## config.mk

```make
export PLATFORM = sky130hd
export DESIGN_NAME = irrigation_scheduler
export DESIGN_NICKNAME = d
export VERILOG_FILES = /design/src/rtl/irrigation_pkg.sv /design/src/rtl/moisture_debounce.sv /design/src/rtl/irrigation_scheduler.sv
export SDC_FILE = /design/constraint.sdc
export NUM_CORES = 1
export LEC_CHECK = 0
export ABC_AREA = 1
export BUFFER_PORTS_ARGS = -buffer_cell sky130_fd_sc_hd__buf_2
export CAP_MARGIN = 20
export CORE_ASPECT_RATIO = 1.2
export CORE_UTILIZATION = 30
export CTS_CLUSTER_SIZE = 14
export DETAILED_ROUTE_END_ITERATION = 7
export PLACE_DENSITY = 0.45
export SYNTH_ARGS = -nofsm -noshare
export SYNTH_HDL_FRONTEND = slang
export SYNTH_SLANG_ARGS = --single-unit
```

## constraint.sdc

```tcl
create_clock -name clock -period 1.8 [get_ports clock]
set_clock_uncertainty 0.1 [all_clocks]
set_input_delay 0 -clock clock [delete_from_list [all_inputs] [get_ports clock]]
set_output_delay 0 -clock clock [all_outputs]
set_load 0.02 [all_outputs]
```

## src/rtl/irrigation_pkg.sv

```systemverilog
// Shared FSM encoding and default sizing for the irrigation scheduler.
// Constants only; no logic.
package irrigation_pkg;

    typedef enum logic [1:0] {
        IDLE   = 2'd0,
        WATER  = 2'd1,
        SETTLE = 2'd2
    } state_t;

    localparam int DEF_N_AREAS     = 4;
    localparam int DEF_DEBOUNCE    = 3;
    localparam int DEF_WATER_TIME  = 8;
    localparam int DEF_SETTLE_TIME = 2;

endpackage

```

## src/rtl/moisture_debounce.sv

```systemverilog
// Single-bit sensor debouncer; dout takes din after DEBOUNCE consecutive differing samples.
// Latency DEBOUNCE edges; no backpressure, samples every cycle.
module moisture_debounce
    import irrigation_pkg::*;
#(
    parameter int DEBOUNCE = DEF_DEBOUNCE
) (
    input  logic clock,
    input  logic reset,
    input  logic din,
    output logic dout
);

    localparam int CW = $clog2(DEBOUNCE + 1);
    localparam logic [CW-1:0] LAST = CW'(DEBOUNCE - 1);

    logic [CW-1:0] cnt;

    // cnt holds how many earlier edges in a row saw din != dout.
    always_ff @(posedge clock or posedge reset) begin
        if (reset) begin
            cnt  <= '0;
            dout <= 1'b0;
        end else if (din == dout) begin
            cnt <= '0;
        end else if (cnt >= LAST) begin
            dout <= din;
            cnt  <= '0;
        end else if (cnt != '1) begin
            cnt <= cnt + 1'b1;
        end
    end

endmodule

```

## src/rtl/irrigation_scheduler.sv

```systemverilog
// Round-robin irrigation valve scheduler over debounced dryness flags.
// Valve opens one edge after a dry flag is seen; no backpressure, enable gates new turns.
module irrigation_scheduler
    import irrigation_pkg::*;
#(
    parameter int N_AREAS     = DEF_N_AREAS,
    parameter int DEBOUNCE    = DEF_DEBOUNCE,
    parameter int WATER_TIME  = DEF_WATER_TIME,
    parameter int SETTLE_TIME = DEF_SETTLE_TIME,
    localparam int AW         = (N_AREAS > 2) ? $clog2(N_AREAS) : 1
) (
    input  logic               clock,
    input  logic               reset,
    input  logic [N_AREAS-1:0] U,
    input  logic               enable,
    output logic [N_AREAS-1:0] Saida,
    output logic [N_AREAS-1:0] valve,
    output logic               busy,
    output logic [AW-1:0]      area_idx
);

    localparam int WW = $clog2(WATER_TIME + 1);
    localparam int SW = $clog2(SETTLE_TIME + 1);
    localparam logic [WW-1:0] W_LAST = WW'(WATER_TIME - 1);
    localparam logic [SW-1:0] S_LAST = SW'(SETTLE_TIME - 1);

    state_t               state, state_n;
    logic [AW-1:0]        area_n;
    logic [N_AREAS-1:0]   valve_r, valve_n;
    logic [WW-1:0]        wcnt, wcnt_n;
    logic [SW-1:0]        scnt, scnt_n;
    logic                 dispatch;
    logic                 pick_found;
    logic [AW-1:0]        pick_idx;
    logic [N_AREAS-1:0]   pick_1h;

    for (genvar g = 0; g < N_AREAS; g++) begin : g_deb
        moisture_debounce #(.DEBOUNCE(DEBOUNCE)) u_deb (
            .clock (clock),
            .reset (reset),
            .din   (U[g]),
            .dout  (Saida[g])
        );
    end

    always_comb begin
        pick_found = 1'b0;
        pick_idx   = area_idx;
        for (int i = 1; i <= N_AREAS; i++) begin
            if (!pick_found && Saida[(int'(area_idx) + i) % N_AREAS]) begin
                pick_found = 1'b1;
                pick_idx   = AW'((int'(area_idx) + i) % N_AREAS);
            end
        end
    end

    assign pick_1h = N_AREAS'(1) << pick_idx;

    always_comb begin
        state_n  = state;
        area_n   = area_idx;
        valve_n  = valve_r;
        wcnt_n   = wcnt;
        scnt_n   = scnt;
        dispatch = 1'b0;
        case (state)
            IDLE: dispatch = 1'b1;
            WATER: begin
                wcnt_n = wcnt + 1'b1;
                if (!enable) begin
                    state_n = IDLE;
                    valve_n = '0;
                end else if (!Saida[area_idx]) begin
                    // The output gate already closed the valve one cycle ago; that cycle counts as settle.
                    valve_n = '0;
                    if (SETTLE_TIME == 1) begin
                        dispatch = 1'b1;
                    end else begin
                        state_n = SETTLE;
                        scnt_n  = SW'(1);
                    end
                end else if (wcnt == W_LAST) begin
                    state_n = SETTLE;
                    valve_n = '0;
                    scnt_n  = '0;
                end
            end
            SETTLE: begin
                scnt_n = scnt + 1'b1;
                if (scnt >= S_LAST) dispatch = 1'b1;
            end
            default: begin
                state_n = IDLE;
                valve_n = '0;
            end
        endcase
        // Settle hands straight to the idle decision so the closed gap is exactly SETTLE_TIME.
        if (dispatch) begin
            if (enable && pick_found) begin
                state_n = WATER;
                area_n  = pick_idx;
                valve_n = pick_1h;
                wcnt_n  = '0;
            end else begin
                state_n = IDLE;
                valve_n = '0;
            end
        end
    end

    always_ff @(posedge clock or posedge reset) begin
        if (reset) begin
            state    <= IDLE;
            area_idx <= AW'(N_AREAS - 1);
            valve_r  <= '0;
            wcnt     <= '0;
            scnt     <= '0;
        end else begin
            state    <= state_n;
            area_idx <= area_n;
            valve_r  <= valve_n;
            wcnt     <= wcnt_n;
            scnt     <= scnt_n;
        end
    end

    // Gating by Saida closes the valve on the very edge the area's flag clears.
    assign valve = valve_r & Saida;
    assign busy  = (state != IDLE);

endmodule
```

==> results of run 1 <==
[worst min-delay path, cell delays in order]
cell and delay [ns]:
buf_2 0.10, inv_1 0.09, nor2_2 0.06, nand2_1 0.06
o211ai_1 0.08
[metal layers]
layer / track usage / wire length, um / vias to the layer above
met4: 0.05532 / 40 / 0
met1: 0.1652 / 1487 / 590
met3: 0.01580 / 69 / 4
met5: 0 / 0 / -
li1: - / - / 628
met2: 0.2214 / 1711 / 25
[state kept, by name, summed over array words and instances, names as in the netlist]
signal            flops
area_idx              2
g_deb.u_deb.cnt       8
g_deb.u_deb.dout      4
scnt                  2
state                 2
valve_r               4
wcnt                  4
[cell usage in the layout (no fill, tap or decap), types with 3 or more instances in the layout]
cell type      netlist  final
mux2_2               4      4
dfrtp_1             24     24
inv_4                2      3
nor3b_1              4      4
buf_2                0     17
xnor2_1              5      5
nor2_4               3      4
nand3_1             12     12
nand2_4              3      5
nor3_1               4      4
dlygate4sd3_1        0      5
clkbuf_8             0      3
inv_1               15     15
nor2_1               7      6
nand2_1             59     49
nor2_2               3      3
buf_4                5      9
nand2_2              8     15
o21ai_0              3      3
[power by group through the flow]
| stage | Combinational, mW | Clock (mW) | Sequential [mW] |
|---|---|---|---|
| finish | 2.54 | 0.320 | 1.10 |
| global placement | 2.13 | 0 | 1.09 |
| floorplan | 1.74 | 0 | 1.06 |
| detailed placement | 2.16 | 0 | 1.11 |
| global route | 2.84 | 0.364 | 1.14 |
| CTS | 2.22 | 0.340 | 1.09 |
[logic make-up (layout without fill, tap and decap cells)]
family,Yosys count,count (layout),share of synthesized area
compound gates,9,9,0.03601
xor+xnor,7,7,0.04104
fa+ha+maj,2,2,0.01675
buf+inv,25,56,0.07873
flops,26,26,0.4372
mux,4,4,0.03015
simple gates,107,107,0.3601
[synthesized netlist by cell type, drive strengths merged, types with 2 or more instances]
library cell	instances	area, um2
xnor2	5	43.79
nor3b	4	30.03
o21ai	4	20.01
o211ai	2	15.01
dfrtp	24	600.6
nand2	70	305.3
ha	2	25.02
nor2	13	78.83
dfstp	2	52.55
xor2	2	17.52
nor3	5	30.03
inv	19	76.32
buf	5	37.54
nand3	14	87.59
mux2	4	45.04
[path summary, 6_finish.rpt]
| check | from | end | slack [ns] |
|---|---|---|---|
| worst min-delay path | enable | scnt[0]$_DFFE_PP0P_ | 0.07 |
| min in group asynchronous | reset | g_deb[2].u_deb.cnt[0]$_DFFE_PP0P_ | 0.22 |
| max in group asynchronous | reset | area_idx[1]$_DFFE_PP1P_ | 1.08 |
| worst max-delay path | area_idx[1]$_DFFE_PP1P_ | valve_r[0]$_DFFE_PP0P_ | 0.04 |
| worst max register to register | area_idx[1]$_DFFE_PP1P_ | valve_r[0]$_DFFE_PP0P_ | 0.04 |
| worst min register to register | g_deb[0].u_deb.cnt[0]$_DFFE_PP0P_ | g_deb[0].u_deb.cnt[0]$_DFFE_PP0P_ | 0.33 |
[area by class of cell]
type,count,area share
Multi-Input combinational cell,129,0.4196
Clock buffer,3,0.02212
Timing Repair Buffer,33,0.1253
Tap cell,58,0.03887
Inverter,20,0.04424
Sequential cell,26,0.3499
[through the flow]
step	setup slack, ns	instances	setup TNS (ns)	hold WS (ns)
2_1_floorplan	0.07684	180	0	-0.06146
3_5_place_dp	0.002483	255	0	-0.02410
5_1_grt	-0.08899	269	-0.5343	0.09337
6_report	0.04084	269	0	0.06592
3_3_place_gp	0.03107	255	0	-0.03438
4_1_cts	0.04152	265	0	0.05710
[what timing repair did]
| action | 4_1_cts | 5_1_grt |
|---|---|---|
| cloned | 0 | 0 |
| setup endpoints to repair | 4 | 11 |
| gates resized for setup | 0 | 23 |
| hold buffers | 5 | 0 |
| pin swaps | 0 | 12 |
| setup buffers | 2 | 4 |
| hold endpoints to repair | 38 | 0 |
==> impl_metrics.py, run 1 <==
metrics = {
    "run_status": {
        "status": "finished, final reports clean",
    },
    "pwr": {
        "combPwrFrac": 0.641,
        "p_per_area_nw_per_um2": 2125,
        "power_mw": 3.967,
        "cell_internal_pwr_mw": 1.987,
        "cellLeakagePower_nw": 0.9615,
        "seqPwrFrac": 0.278,
        "power_frac_clock": 0.081,
        "p_sw_frac": 0.4992,
        "switching_power_mw": 1.980,
        "max-vdd-ir-drop_mv": 0.6820,
    },
    "clock_network": {
        "numClockSinks": 26,
        "htreeDepth": 1,
        "clock_latency_ns": 0.26,
        "clock_path_buffers": 2,
        "cts_tree": "yes",
        "clk_pin_slew_ns": 0.09,
        "clockRootBuffer": "clkbuf_8",
        "cts_buffers": 3,
    },
    "sta": {
        "fmax_mhz": 568.5,
        "rsz0062_at_grt": "true",
        "final_max_slew_viol_count": 0,
        "finalCritPeriodShare": 0.9773,
        "max_slew.worst_pin.slew_ns": 0.3875,
        "setup_viol": 0,
        "period_minus_slack_ns": 1.759,
        "hold_viol": 0,
        "slew_headroom": 0.7401,
    },
    "logic_synthesis": {
        "yosysUniqueCellTypes": 30,
        "synth_edf_count": 0,
        "ys_seq_elements": 26,
        "ys.flop_type": "dfrtp_1",
        "syn_nets": 189,
        "ys_seq_area_frac": 0.4372,
        "netlist_area_um2": 1494,
        "yosysWarnings": 0,
        "synth_cells": 180,
        "avgSynthCellArea_um2": 8.300,
        "async_flop_share": 1.000,
    },
    "route": {
        "via_count": 1247,
        "ant_nets": 0,
        "via_per_inst": 4.636,
        "drtPass1Iterations": 4,
        "drt_wl_total_um": 3309,
        "wire_per_inst_um": 12.30,
        "route.detailed.drc": 0,
        "drt_iter0_markers": 52,
    },
    "layout": {
        "fill_cells": 477,
        "fin_util": 0.3975,
        "regArea_um2": 653.1,
        "drive_gt1_frac": 0.3507,
        "fin_nets": 222,
        "fin_area_um2": 1867,
        "antennaDiodeCount": 0,
        "multi_input_area_um2": 783.3,
        "syn2layout_area_growth_pct": 24.96,
    },
    "worst_hold_path": {
        "hold_path.class": "in2reg",
        "whs_path_depth": 5,
    },
    "placement": {
        "placed_area_um2": 1652,
        "dpl.hpwl_um": 2402,
        "place.gp.congestion": 0.9339,
        "io_buffers": 17,
    },
    "grt": {
        "grt_max_degree": 27,
        "antenna_found_initial": 0,
        "overflow": 0,
        "grt_pass1_wl_um": 5306,
        "grt_usage": 0.1308,
        "grt_pass1_vias": 1220,
    },
    "setup_path": {
        "slowest_stage": "dfstp_2",
        "crit_path_max_incr_delay_ns": 0.57,
        "r2r_cells": 11,
        "cp-end-kind": "flip-flop",
        "critPathRequiredTime_ns": 1.86,
        "worstSetupStartpointType": "flip-flop",
        "crit_family": "simple AND/OR/NAND/NOR gates",
        "path_cells": "inv_2 -> nand2_1 -> nand2_4 -> nand2_4 -> nand2_8 -> nor2_4 -> nand3_2 -> nand2_4 -> nor2_4 -> nand2_1 -> nand2_1",
        "crit_buf_inv": 1,
        "path_max_fanout": 7,
        "path_class": "reg2reg",
        "crit_arrival_ns": 1.82,
        "crit_cells": 11,
    },
    "floorplanning": {
        "initial_core_util": 0.3181,
        "core.rowCount": 27,
        "die_h_um": 79.31,
        "dieArea_um2": 5267,
        "ios": 18,
        "die_x_um": 66.42,
        "core-area_um2": 4696,
    },
    "flow_run": {
        "drv_cap": 0,
    },
}
Note: power is estimated with default switching activity, not from simulation.
==> run 2: changes to the inputs <==
- ABC_AREA: 1 -> 0
==> impl_metrics.py, run 2 <==
metrics = {
    "logic_synthesis": {
        "synth_mux_area_frac": 0.08208,
        "yosysUniqueCellTypes": 36,
        "synth-compound-area-share": 0.1104,
        "synth_top_family_by_area": "simple AND/OR/NAND/NOR gates",
        "ys.flop_type": "dfrtp_1",
        "synth_cells": 119,
        "synth_xor_xnor_area_share": 0.05283,
        "synth_edf_count": 0,
        "synth_common_cells": "24 x dfrtp_1, 7 x inv_1, 7 x nand2_1, 7 x nor2_1, 6 x xnor2_1",
        "ys_seq_elements": 26,
        "ys_seq_area_frac": 0.4925,
        "yosysMostFrequentCell": "dfrtp_1",
        "synth_top_cell_by_area": "dfrtp_1",
        "synth-simple-area-share": 0.1717,
        "async_flop_share": 1.000,
        "synth_area_leaders": "dfrtp_1 45%, mux2_2 4.2%, dfstp_2 4.0%",
        "yosysWarnings": 0,
        "synth-adder-area-share": 0.01887,
        "yosys.area.top_type_share": 0.4528,
        "syn_nets": 128,
        "avgSynthCellArea_um2": 11.15,
        "netlist_area_um2": 1326,
    },
    "sta": {
        "period_minus_slack_ns": 1.686,
        "final_max_slew_viol_count": 0,
        "setup_viol": 0,
        "fmax_mhz": 593.2,
        "setup_slack_ns": 0.1141,
        "hold_viol": 0,
        "max_slew.worst_pin.slew_ns": 0.4907,
        "rsz0062_at_grt": "false",
        "slew_headroom": 0.6725,
        "finalCritPeriodShare": 0.9366,
    },
    "clock_network": {
        "cts_buffers": 3,
        "numClockSinks": 26,
        "clk_pin_slew_ns": 0.10,
        "clock_latency_ns": 0.27,
        "cts_tree": "yes",
        "clock_path_buffers": 2,
        "post-cts-setup-buffers": 0,
        "clockRootBuffer": "clkbuf_8",
        "htreeDepth": 1,
    },
    "grt": {
        "grt-busiest-layer": "met2",
        "grt_pass1_vias": 953,
        "grt_usage": 0.1238,
        "grt_use_met3": 0.01818,
        "grt_max_degree": 16,
        "use_met2": 0.2355,
        "grt_pass1_wl_um": 4416,
        "overflow": 0,
        "grt.met1_usage": 0.1391,
        "antenna_found_initial": 0,
    },
    "setup_path": {
        "r2r_slack_ns": 0.11,
        "cp-end-kind": "flip-flop",
        "crit_arrival_ns": 1.75,
        "r2r_start": "area_idx[1]$_DFFE_PP1P_",
        "r2r_end": "valve_r[3]$_DFFE_PP0P_",
        "r2r_cells": 4,
        "path_class": "reg2reg",
        "worstSetupStartpointType": "flip-flop",
        "critPathRequiredTime_ns": 1.86,
        "path_max_fanout": 4,
        "cp-startpoint": "area_idx[1]$_DFFE_PP1P_",
    },
    "route": {
        "ant_nets": 0,
        "wire_per_inst_um": 12.84,
        "drt_iter0_markers": 39,
        "via_per_inst": 4.628,
        "via_count": 921,
        "route.detailed.drc": 0,
        "drtPass1Iterations": 4,
        "drt_wl_total_um": 2556,
    },
    "flow_run": {
        "drv_cap": 0,
    },
    "layout": {
        "syn2layout_area_growth_pct": 21.04,
        "fin_nets": 153,
        "instances_no_fill": 199,
        "antennaDiodeCount": 0,
        "drive_gt1_frac": 0.3147,
        "fill_cells": 434,
        "largest_register_ff_count": 8,
        "final_common_cell": "dfrtp_1",
        "top_register": "g_deb.u_deb.cnt",
        "layout_common_cells": "24 x dfrtp_1, 17 x buf_2, 7 x inv_1, 7 x nor2_1, 7 x nand2_1",
    },
    "placement": {
        "io_buffers": 17,
        "dp_cells": 189,
        "dpl.hpwl_um": 1974,
        "dpl_worst_slack_ns": 0.06364,
        "place.gp.congestion": 0.7391,
    },
    "floorplanning": {
        "die_h_um": 74.84,
        "die_x_um": 62.70,
        "dieArea_um2": 4692,
        "ios": 18,
        "core-area_um2": 4262,
        "core.rowCount": 26,
        "initial_core_util": 0.3112,
    },
    "pwr": {
        "max-vdd-ir-drop_mv": 0.6766,
        "p_per_area_nw_per_um2": 1846,
        "cellLeakagePower_nw": 0.7320,
    },
    "run_status": {
        "status": "finished, final reports clean",
    },
    "worst_hold_path": {
        "hold_path.class": "in2async",
    },
}
## run 2: changes by cell type after synthesis, moves of 4 or more
cell     previous run  this run
and2_1              0         4
a32o_1              0         4
inv_1              15         7
nand3_1            12         2
nand2_2             8         1
nand2_1            59         7
## run 2: kinds of logic after synthesis
kind of cell | count (synthesis)
adders and majority gates | 2
xor gates and xnor gates | 8
and+or+nand+nor | 40
buffers and inverters | 17
AOI/OAI and AO/OA | 17
muxes | 9
DFF | 26
## run 2: layer usage
layer | part of all wire | vias to the layer above
li1 | - | 456
met1 | 0.43 | 450
met2 | 0.53 | 11
met3 | 0.019 | 4
met4 | 0.015 | 0
met5 | 0 | -
## run 2: power by group
group	switching, mW	internal, mW	total [mW]
clock	0.190	0.298	0.488
sequential	0.275	0.852	1.13
combinational	0.699	0.650	1.35
total	1.16	1.80	2.96
## run 2: how the worst max path moves through the flow
stage               slack (ns)  cells after the start                 endpoint
floorplan                -0.02                      5   valve_r[0]$_DFFE_PP0P_
CTS                       0.02                      4  area_idx[1]$_DFFE_PP1P_
detailed placement        0.06                      4  area_idx[1]$_DFFE_PP1P_
global placement          0.13                      4   valve_r[0]$_DFFE_PP0P_
finish                    0.11                      4   valve_r[3]$_DFFE_PP0P_
global route              0.03                      5   valve_r[0]$_DFFE_PP0P_
## run 2: cell type report
cell class              instances  area, um2  share of cell area
clock inverters                 1      30.03             0.01871
inverters                       7      26.28             0.01637
repair buffers                 30      201.4              0.1255
clock buffers                   3      41.29             0.02572
well taps                      56      70.07             0.04365
multi-input cells              76      583.1              0.3632
flip-flops and latches         26      653.1              0.4069
## run 2: what timing repair did
item	in CTS	in global routing
hold buffers	6	0
gates resized for setup	0	2
hold endpoints to repair	23	0
endpoints found under the setup margin	0	5
## run 2: worst max-delay path: stages (launching register included)
cell	delay, ns
dfstp_2	0.55
mux4_2	0.54
nand4_2	0.11
nand2_2	0.08
a32o_1	0.20
## run 2: per-stage QoR
step	setup TNS (ns)	total power, mW	hold WS (ns)	cell area (um2)	util
finish	0	2.964	0.1847	1605	0.3767
global route	0	3.209	0.2434	1605	0.3767
CTS	0	2.978	0.2179	1597	0.3746
detailed placement	0	2.476	-0.03838	1465	0.3438
global placement	0	2.429	-0.05585	1465	0.3438
floorplan	-0.09495	2.176	-0.06146	1326	-
